**src/rtl/lcd_pkg.sv**
```systemverilog
// rtl/lcd_pkg.sv - shared states, HD44780 opcodes and helpers for the LCD frame sequencer
package lcd_pkg;

  typedef enum logic [2:0] {
    PWR_WAIT,
    INIT,
    IDLE,
    FRAME_START,
    ADDR,
    CHAR
  } ctrl_state_t;

  typedef enum logic [2:0] {
    PHY_IDLE,
    PHY_SETUP,
    PHY_EN,
    PHY_WAIT,
    PHY_DONE
  } phy_state_t;

  localparam logic [7:0] FUNC_SET    = 8'h38;
  localparam logic [7:0] DISP_ON     = 8'h0C;
  localparam logic [7:0] ENTRY       = 8'h06;
  localparam logic [7:0] CLEAR       = 8'h01;
  localparam logic [7:0] DDRAM_SET   = 8'h80;
  localparam logic [7:0] LINE_BASE0  = 8'h00;
  localparam logic [7:0] LINE_BASE1  = 8'h40;
  localparam logic [7:0] LINE_BASE2  = 8'h10;
  localparam logic [7:0] LINE_BASE3  = 8'h50;
  localparam logic [7:0] ASCII_SPACE = 8'h20;

  function automatic int max5(input int a, input int b, input int c, input int d, input int e);
    int m;
    m = a;
    if (b > m) m = b;
    if (c > m) m = c;
    if (d > m) m = d;
    if (e > m) m = e;
    return m;
  endfunction

  function automatic logic [7:0] line_base(input logic [1:0] l);
    case (l)
      2'd0:    return LINE_BASE0;
      2'd1:    return LINE_BASE1;
      2'd2:    return LINE_BASE2;
      default: return LINE_BASE3;
    endcase
  endfunction

  function automatic logic [7:0] init_cmd(input logic [1:0] idx);
    case (idx)
      2'd0:    return FUNC_SET;
      2'd1:    return DISP_ON;
      2'd2:    return ENTRY;
      default: return CLEAR;
    endcase
  endfunction

endpackage

```
**src/rtl/lcd_frame_sequencer_if.sv**
```systemverilog
// rtl/lcd_frame_sequencer_if.sv - HD44780 8-bit write-only panel bus
interface lcd_frame_sequencer_if;
  logic       lcd_rs;
  logic       lcd_rw;
  logic       lcd_en;
  logic [7:0] lcd_data;

  modport master (output lcd_rs, output lcd_rw, output lcd_en, output lcd_data);
  modport slave  (input  lcd_rs, input  lcd_rw, input  lcd_en, input  lcd_data);
endinterface

```
**src/rtl/lcd_write_phy.sv**
```systemverilog
// rtl/lcd_write_phy.sv - one HD44780 byte write: setup, E strobe, settle wait, done pulse
module lcd_write_phy
  import lcd_pkg::*;
#(
  parameter int SETUP_CYC      = 2,
  parameter int EN_CYC         = 25,
  parameter int CMD_WAIT_CYC   = 2000,
  parameter int CLEAR_WAIT_CYC = 80000,
  parameter int CNT_W          = 18
) (
  input  logic                   clk,
  input  logic                   rst,
  input  logic                   start,
  input  logic                   rs,
  input  logic [7:0]             data,
  input  logic                   long,
  output logic                   done,
  lcd_frame_sequencer_if.master  lcd
);

  phy_state_t       state, next_state;
  logic [CNT_W-1:0] cnt;
  logic [CNT_W-1:0] wait_last;
  logic             long_q;
  logic             rs_q;
  logic [7:0]       data_q;
  logic             en_q;

  assign wait_last = long_q ? CNT_W'(CLEAR_WAIT_CYC - 1) : CNT_W'(CMD_WAIT_CYC - 1);

  always_comb begin
    next_state = state;
    case (state)
      PHY_IDLE:  if (start) next_state = PHY_SETUP;
      PHY_SETUP: if (cnt == CNT_W'(SETUP_CYC - 1)) next_state = PHY_EN;
      PHY_EN:    if (cnt == CNT_W'(EN_CYC - 1)) next_state = PHY_WAIT;
      PHY_WAIT:  if (cnt == wait_last) next_state = PHY_DONE;
      PHY_DONE:  next_state = PHY_IDLE;
      default:   next_state = PHY_IDLE;
    endcase
  end

  // E is registered from the next state so it exactly tracks PHY_EN without decode glitches
  always_ff @(posedge clk or posedge rst) begin
    if (rst) begin
      state  <= PHY_IDLE;
      cnt    <= '0;
      long_q <= 1'b0;
      rs_q   <= 1'b0;
      data_q <= 8'h00;
      en_q   <= 1'b0;
    end else begin
      state <= next_state;
      cnt   <= (next_state != state) ? '0 : cnt + 1'b1;
      en_q  <= (next_state == PHY_EN);
      if (state == PHY_IDLE && start) begin
        rs_q   <= rs;
        data_q <= data;
        long_q <= long;
      end
    end
  end

  assign done         = (state == PHY_DONE);
  assign lcd.lcd_rs   = rs_q;
  assign lcd.lcd_rw   = 1'b0;
  assign lcd.lcd_en   = en_q;
  assign lcd.lcd_data = data_q;

endmodule

```
**src/rtl/lcd_frame_sequencer.sv**
```systemverilog
// rtl/lcd_frame_sequencer.sv - LCD power-on init and 16x4 frame streaming controller
module lcd_frame_sequencer
  import lcd_pkg::*;
#(
  parameter int POWERUP_CYC    = 750000,
  parameter int SETUP_CYC      = 2,
  parameter int EN_CYC         = 25,
  parameter int CMD_WAIT_CYC   = 2000,
  parameter int CLEAR_WAIT_CYC = 80000
) (
  input  logic                   clk,
  input  logic                   rst,
  input  logic [127:0]           line0,
  input  logic [127:0]           line1,
  input  logic [127:0]           line2,
  input  logic [127:0]           line3,
  input  logic                   refresh,
  output logic                   busy,
  output logic                   init_done,
  lcd_frame_sequencer_if.master  lcd
);

  localparam int CNT_W = $clog2(max5(POWERUP_CYC, SETUP_CYC, EN_CYC,
                                     CMD_WAIT_CYC, CLEAR_WAIT_CYC)) + 1;

  ctrl_state_t      state, next_state;
  logic [CNT_W-1:0] cnt;
  logic [3:0]       col;
  logic [1:0]       line;
  logic             pending;
  logic             init_done_q;
  logic             issued;
  logic [127:0]     frame [4];

  logic             start;
  logic             wr_rs;
  logic [7:0]       wr_data;
  logic             wr_long;
  logic             done;
  logic [127:0]     cur_line;
  logic [6:0]       ch_lo;
  logic [7:0]       ch;
  logic             redraw;

  // col c lives at bits [127-8c -: 8], i.e. low bit 8*(15-c) = {~c, 3'b0}
  assign cur_line = frame[line];
  assign ch_lo    = {~col, 3'b000};
  assign ch       = cur_line[ch_lo +: 8];
  assign redraw   = pending || refresh;

  always_comb begin
    next_state = state;
    start      = 1'b0;
    wr_rs      = 1'b0;
    wr_data    = 8'h00;
    wr_long    = 1'b0;
    case (state)
      PWR_WAIT: if (cnt == CNT_W'(POWERUP_CYC - 1)) next_state = INIT;
      INIT: begin
        start   = !issued;
        wr_data = init_cmd(col[1:0]);
        wr_long = (col[1:0] == 2'd3);
        if (done && col[1:0] == 2'd3) next_state = redraw ? FRAME_START : IDLE;
      end
      IDLE:        if (refresh) next_state = FRAME_START;
      FRAME_START: next_state = ADDR;
      ADDR: begin
        start   = !issued;
        wr_data = DDRAM_SET | line_base(line);
        if (done) next_state = CHAR;
      end
      CHAR: begin
        start   = !issued;
        wr_rs   = 1'b1;
        wr_data = (ch == 8'h00) ? ASCII_SPACE : ch;
        if (done && col == 4'd15) begin
          if (line == 2'd3) next_state = redraw ? FRAME_START : IDLE;
          else              next_state = ADDR;
        end
      end
      default: next_state = PWR_WAIT;
    endcase
  end

  always_ff @(posedge clk or posedge rst) begin
    if (rst) begin
      state       <= PWR_WAIT;
      cnt         <= '0;
      col         <= 4'd0;
      line        <= 2'd0;
      pending     <= 1'b0;
      init_done_q <= 1'b0;
      issued      <= 1'b0;
      frame[0]    <= '0;
      frame[1]    <= '0;
      frame[2]    <= '0;
      frame[3]    <= '0;
    end else begin
      state <= next_state;

      if (state == PWR_WAIT) cnt <= (next_state == PWR_WAIT) ? cnt + 1'b1 : '0;

      if (start)     issued <= 1'b1;
      else if (done) issued <= 1'b0;

      // a request landing on the snapshot clock still earns its own frame
      if (state == FRAME_START)                pending <= refresh;
      else if (refresh && state != IDLE)       pending <= 1'b1;

      case (state)
        INIT: if (done) begin
          if (col[1:0] == 2'd3) begin
            col         <= 4'd0;
            init_done_q <= 1'b1;
          end else begin
            col <= col + 4'd1;
          end
        end
        FRAME_START: begin
          frame[0] <= line0;
          frame[1] <= line1;
          frame[2] <= line2;
          frame[3] <= line3;
          line     <= 2'd0;
          col      <= 4'd0;
        end
        ADDR: if (done) col <= 4'd0;
        CHAR: if (done) begin
          if (col == 4'd15) line <= line + 2'd1;
          col <= col + 4'd1;
        end
        default: ;
      endcase
    end
  end

  assign busy      = (state != IDLE);
  assign init_done = init_done_q;

  lcd_write_phy #(
    .SETUP_CYC      (SETUP_CYC),
    .EN_CYC         (EN_CYC),
    .CMD_WAIT_CYC   (CMD_WAIT_CYC),
    .CLEAR_WAIT_CYC (CLEAR_WAIT_CYC),
    .CNT_W          (CNT_W)
  ) u_phy (
    .clk   (clk),
    .rst   (rst),
    .start (start),
    .rs    (wr_rs),
    .data  (wr_data),
    .long  (wr_long),
    .done  (done),
    .lcd   (lcd)
  );

endmodule

```
**src/flat_wrapper.sv**
```systemverilog
// flat-port wrapper written by rule: the top's interface ports become plain ports
module lcd_frame_sequencer_flat import lcd_pkg::*;
#(
  parameter int POWERUP_CYC    = 750000,
  parameter int SETUP_CYC      = 2,
  parameter int EN_CYC         = 25,
  parameter int CMD_WAIT_CYC   = 2000,
  parameter int CLEAR_WAIT_CYC = 80000
)
  (clk, rst, line0, line1, line2, line3, refresh, busy, init_done, lcd_lcd_rs, lcd_lcd_rw, lcd_lcd_en, lcd_lcd_data);
  lcd_frame_sequencer_if lcd_i ();
  input  logic clk;
  input  logic rst;
  input  logic [127:0] line0;
  input  logic [127:0] line1;
  input  logic [127:0] line2;
  input  logic [127:0] line3;
  input  logic refresh;
  output logic busy;
  output logic init_done;
  output wire logic [$bits(lcd_i.lcd_rs)-1:0] lcd_lcd_rs;
  output wire logic [$bits(lcd_i.lcd_rw)-1:0] lcd_lcd_rw;
  output wire logic [$bits(lcd_i.lcd_en)-1:0] lcd_lcd_en;
  output wire logic [$bits(lcd_i.lcd_data)-1:0] lcd_lcd_data;
  assign lcd_lcd_rs = lcd_i.lcd_rs;
  assign lcd_lcd_rw = lcd_i.lcd_rw;
  assign lcd_lcd_en = lcd_i.lcd_en;
  assign lcd_lcd_data = lcd_i.lcd_data;
  lcd_frame_sequencer #(.POWERUP_CYC(POWERUP_CYC), .SETUP_CYC(SETUP_CYC), .EN_CYC(EN_CYC), .CMD_WAIT_CYC(CMD_WAIT_CYC), .CLEAR_WAIT_CYC(CLEAR_WAIT_CYC)) u_core (.clk(clk), .rst(rst), .line0(line0), .line1(line1), .line2(line2), .line3(line3), .refresh(refresh), .busy(busy), .init_done(init_done), .lcd(lcd_i));
endmodule
```
**config.mk**
```make
export PLATFORM = sky130hd
export DESIGN_NAME = lcd_frame_sequencer_flat
export DESIGN_NICKNAME = d
export VERILOG_FILES = /design/src/rtl/lcd_pkg.sv /design/src/rtl/lcd_frame_sequencer_if.sv /design/src/rtl/lcd_write_phy.sv /design/src/rtl/lcd_frame_sequencer.sv /design/src/flat_wrapper.sv
export SDC_FILE = /design/constraint.sdc
export NUM_CORES = 2
export LEC_CHECK = 0
export ABC_AREA = 1
export ABC_CLOCK_PERIOD_IN_PS = 38800
export CAP_MARGIN = 10
export CORE_ASPECT_RATIO = 0.5
export CORE_MARGIN = 2
export CORE_UTILIZATION = 45
export CTS_CLUSTER_DIAMETER = 30
export DETAILED_ROUTE_END_ITERATION = 7
export GPL_ROUTABILITY_DRIVEN = 0
export GPL_TIMING_DRIVEN = 0
export PLACE_DENSITY = 0.69
export SLEW_MARGIN = 20
export SYNTH_ARGS = -nofsm -noshare
export SYNTH_HDL_FRONTEND = slang
export SYNTH_SLANG_ARGS = --single-unit
```
**constraint.sdc**
```tcl
create_clock -name clk -period 38.8 [get_ports clk]
set_clock_uncertainty 0.05 [all_clocks]
set_input_delay 7.76 -clock clk [delete_from_list [all_inputs] [get_ports clk]]
set_output_delay 7.76 -clock clk [all_outputs]
set_load 0.005 [all_outputs]
```
==> summary.md <==
| Metric | Value |
|---|---|
| Die footprint | 64800 sq um |
| Syn nets | approximately 4400 |
| RSZ-0062 raised after global routing | no |
| Resize count post-CTS | 0 |
| Share of layout cells above drive strength 1 | 5.52% |
| Critical R2R Launch | u_core.line[0]$_DFFE_PP0P_ |
| Overflow after GRT | 0 |
| Clock sink count | 580 |
| # port buffers | 526 |
| H-tree levels | 3 |
| Most frequent cells in the layout | nand2_1 (1608), dfrtp_1 (580), clkdlybuf4s50_1 (526), o21ai_0 (386), inv_1 (367) |
| Setup Crit Path Kind | flop to output port |
| Placement Setup Slack | 28.39 ns |
| Fin crit period | 9.91 ns |
| Sequential area share after synthesis | 51.5% |
| Worst-Skew Late Latency | 0.65 ns |
| Syn_area_per_cell | 7.38 sq um |
| Synth-to-layout area growth | 33.5% |
| Commonest non-fill, non-tap cell in the layout | nand2_1 |
| Max-Cap Viols | 0 |
| Setup TNS | 0 ns |
| Die X | 358 um |
| Drt first-iter violations | 4672 |
| Design Power | 1.48 mW |
| Cell count after synthesis | 3823 |
| Via-to-Cell Ratio | roughly 5.6 |
| Leak pwr | 17.5 nW |
| Worst Path Arrival | 2.10 ns |
| Final Cycle Share | around 26% |
| Core area | 61600 sq um |
| Critical path required time | 30.99 ns |
| Die Height | between 150 and 200 um |
| DRC violations left | 21 |
| Post-CTS Setup Inserts | 0 |
| WP depth | 5 |
| Netlist cell types | 38 |
| R2r endpoint | u_core.u_phy.lcd.lcd_data[5]$_DFFE_PP0P_ |
| CTS max path bufs | 3 |
| Drt first pass iters | 8 |
| First-pass GRT wire length | 184000 um |
| R2R cell count | 15 |
| Initial antenna violation count | 13 |
| Nets | between 4000 and 5000 |
| Hold Buf Count CTS | 0 |
| Syn Std Cell Area | 28200 sq um |
| Outcome | finished, violations left |
| Worst setup SP type | flop |
| Largest net degree at the start of global routing | around 110 |
| Crit path capture | busy |
| #FFs+latches synth | 580 |
| Worst IR Drop VDD | about 0.000029 V |
| Final wirelength | roughly 130000 um |
| I/O pin cnt | 528 |
| Synth Flop Type | dfrtp_1 |
| Slowest CP cell | clkdlybuf4s50_1 |
| Vias in the first global route | 28600 |
| Initial Utilization | 45.8% |
| Delay of the slowest critical-path stage | 0.50 ns |
| Num rows | 64 |
| Actual slew at the worst max-slew pin | 1.34 ns |
| Hold_ws | 0.417 ns |
| WL/cell | approximately 24 um |
| Crit. Startpoint | u_core.state[2]$_DFF_PP0_ |
| Worst-path fanout max | 4 |
| Worst reg-to-reg setup slack | 34.65 ns |
| Final ANT Viol Nets | 0 |
| Yosys warns | 0 |
| Rel. slew slack | 10.5% |
| Failing checks | DRC |
| CP bufs+invs | 3 |
| Worst hold path type | flop to flop |
| Max Clk Rate | 101 MHz |
| CP top delay family | buffers and inverters |
| Final hold violation count | 0 |
| TritonCTS Buffers | between 80 and 90 |
| Post-DP HPWL | 98600 um |
| Min setup slack post-route | 28.89 ns |
| Setup crit end kind | output port |
| Number of flops mapped to enable cells by yosys | 0 |
| CTS tree | done |
| Setup violators final | 0 |
| Ys async rst share | 100% |
| Via Count | approximately 30000 |
| Clk root buf | clkbuf_16 |
| Slew Viols, Final | 0 |
| Total Routing Usage GR | between 30% and 40% |
| Worst path cell trace | nor2_1, inv_1, nor2_1, inv_1, clkdlybuf4s50_1 |
| PwrDens | 39.4 nW/um^2 |
| CTS clk-pin slew, worst paths | 0.06 ns |
-- worst register-to-register path, cell delays in order (launching register included) --
cell,delay [ns]
dfrtp_1,0.76
inv_2,0.18
clkbuf_1,0.54
o21ai_0,0.82
nand3_1,0.19
nand3_1,0.15
nand2_1,0.08
nand2_1,0.07
nand2_1,0.13
nor2_1,0.55
nand2_1,0.11
nor2_1,0.13
nand2_1,0.05
nand2_1,0.13
nand2_1,0.08
nand2_1,0.06
-- power breakdown --
part / switching [mW] / leakage (nW) / internal [mW] / total [mW]
clock network: 0.329 / 1.44 / 0.476 / 0.805
registers: 0.00000000000000000315 / 5.36 / 0.605 / 0.605
logic: 0.0255 / 10.7 / 0.0469 / 0.0723
total: 0.355 / 17.5 / 1.13 / 1.48
-- how the worst min path moves through the flow --
stage                                        from                            end  slack (ns)  cells after the start
global route        u_core.frame[412]$_DFFE_PP0P_  u_core.frame[412]$_DFFE_PP0P_        0.44                      2
detailed placement  u_core.frame[444]$_DFFE_PP0P_  u_core.frame[444]$_DFFE_PP0P_        0.40                      2
global placement     u_core.frame[77]$_DFFE_PP0P_   u_core.frame[77]$_DFFE_PP0P_        0.40                      2
finish              u_core.frame[444]$_DFFE_PP0P_  u_core.frame[444]$_DFFE_PP0P_        0.42                      2
CTS                 u_core.frame[444]$_DFFE_PP0P_  u_core.frame[444]$_DFFE_PP0P_        0.42                      2
floorplan           u_core.frame[124]$_DFFE_PP0P_  u_core.frame[124]$_DFFE_PP0P_        0.39                      2
-- cell usage after synthesis, types with 2 or more instances --
library cell	instances	share of area (%)
a21oi_1	29	0.51
buf_1	4	0.053
buf_2	74	1.3
buf_4	9	0.24
clkbuf_1	134	1.8
clkinv_1	3	0.040
dfrtp_1	580	51
ha_1	14	0.62
inv_1	368	4.9
inv_2	3	0.040
nand2_1	1608	21
nand3_1	234	4.2
nand4_1	12	0.27
nor2_1	245	3.3
nor3_1	16	0.28
nor3_2	3	0.11
nor4_1	8	0.18
o211ai_1	40	1.1
o21ai_0	386	6.8
o21ai_1	5	0.089
o22ai_1	4	0.089
o31ai_1	2	0.053
xnor2_1	10	0.31
xor2_1	18	0.56
-- layout make-up --
class | count | area, sq um
buffer | 222 | 968
sequential | 580 | 14500
clock buffer | 98 | 2280
inverter | 374 | 1410
tap | 825 | 1030
clock inverter | 56 | 676
multi-input combinational | 2647 | 11300
antenna | 6 | 15.0
fill | 5529 | 23900
timing repair buffer | 532 | 5430
-- state kept, by name (all words and copies together) (netlist names), 2 cells and up --
signal,flops
u_core.frame,512
u_core.cnt,21
u_core.u_phy.cnt,21
u_core.u_phy.lcd.lcd_data,8
u_core.col,4
u_core.state,3
u_core.u_phy.state,3
u_core.line,2
-- routing by layer --
layer / up-vias / share of wire (%) / routed length, um / GRT usage, %
met5: - / 0.49 / 635 / 6.44
met4: 18 / 6.1 / 7970 / 20.5
met3: 504 / 15 / 20000 / 20.2
met2: 2132 / 41 / 53400 / 55.4
met1: 14200 / 37 / 47800 / 48.8
li1: 13100 / - / - / -
-- cell families after synthesis --
family                     share of synthesized area [%]
buffers and inverters                               8.41
adders and majority gates                          0.621
AOI/OAI and AO/OA                                   8.90
other                                             0.0133
DFF                                                 51.5
xor gates and xnor gates                           0.869
and+or+nand+nor                                     29.7
-- through the flow --
step | instances | utilization, % | cell area (sq um)
after CTS | 5334 | 61.1 | 37600
after global routing | 5335 | 61.1 | 37600
after floorplan | 3823 | - | 28200
after global placement | 5174 | 56.0 | 34500
after detailed placement | 5180 | 56.3 | 34700
final | 5340 | 61.1 | 37600
Note: power is estimated with default switching activity, not from simulation.
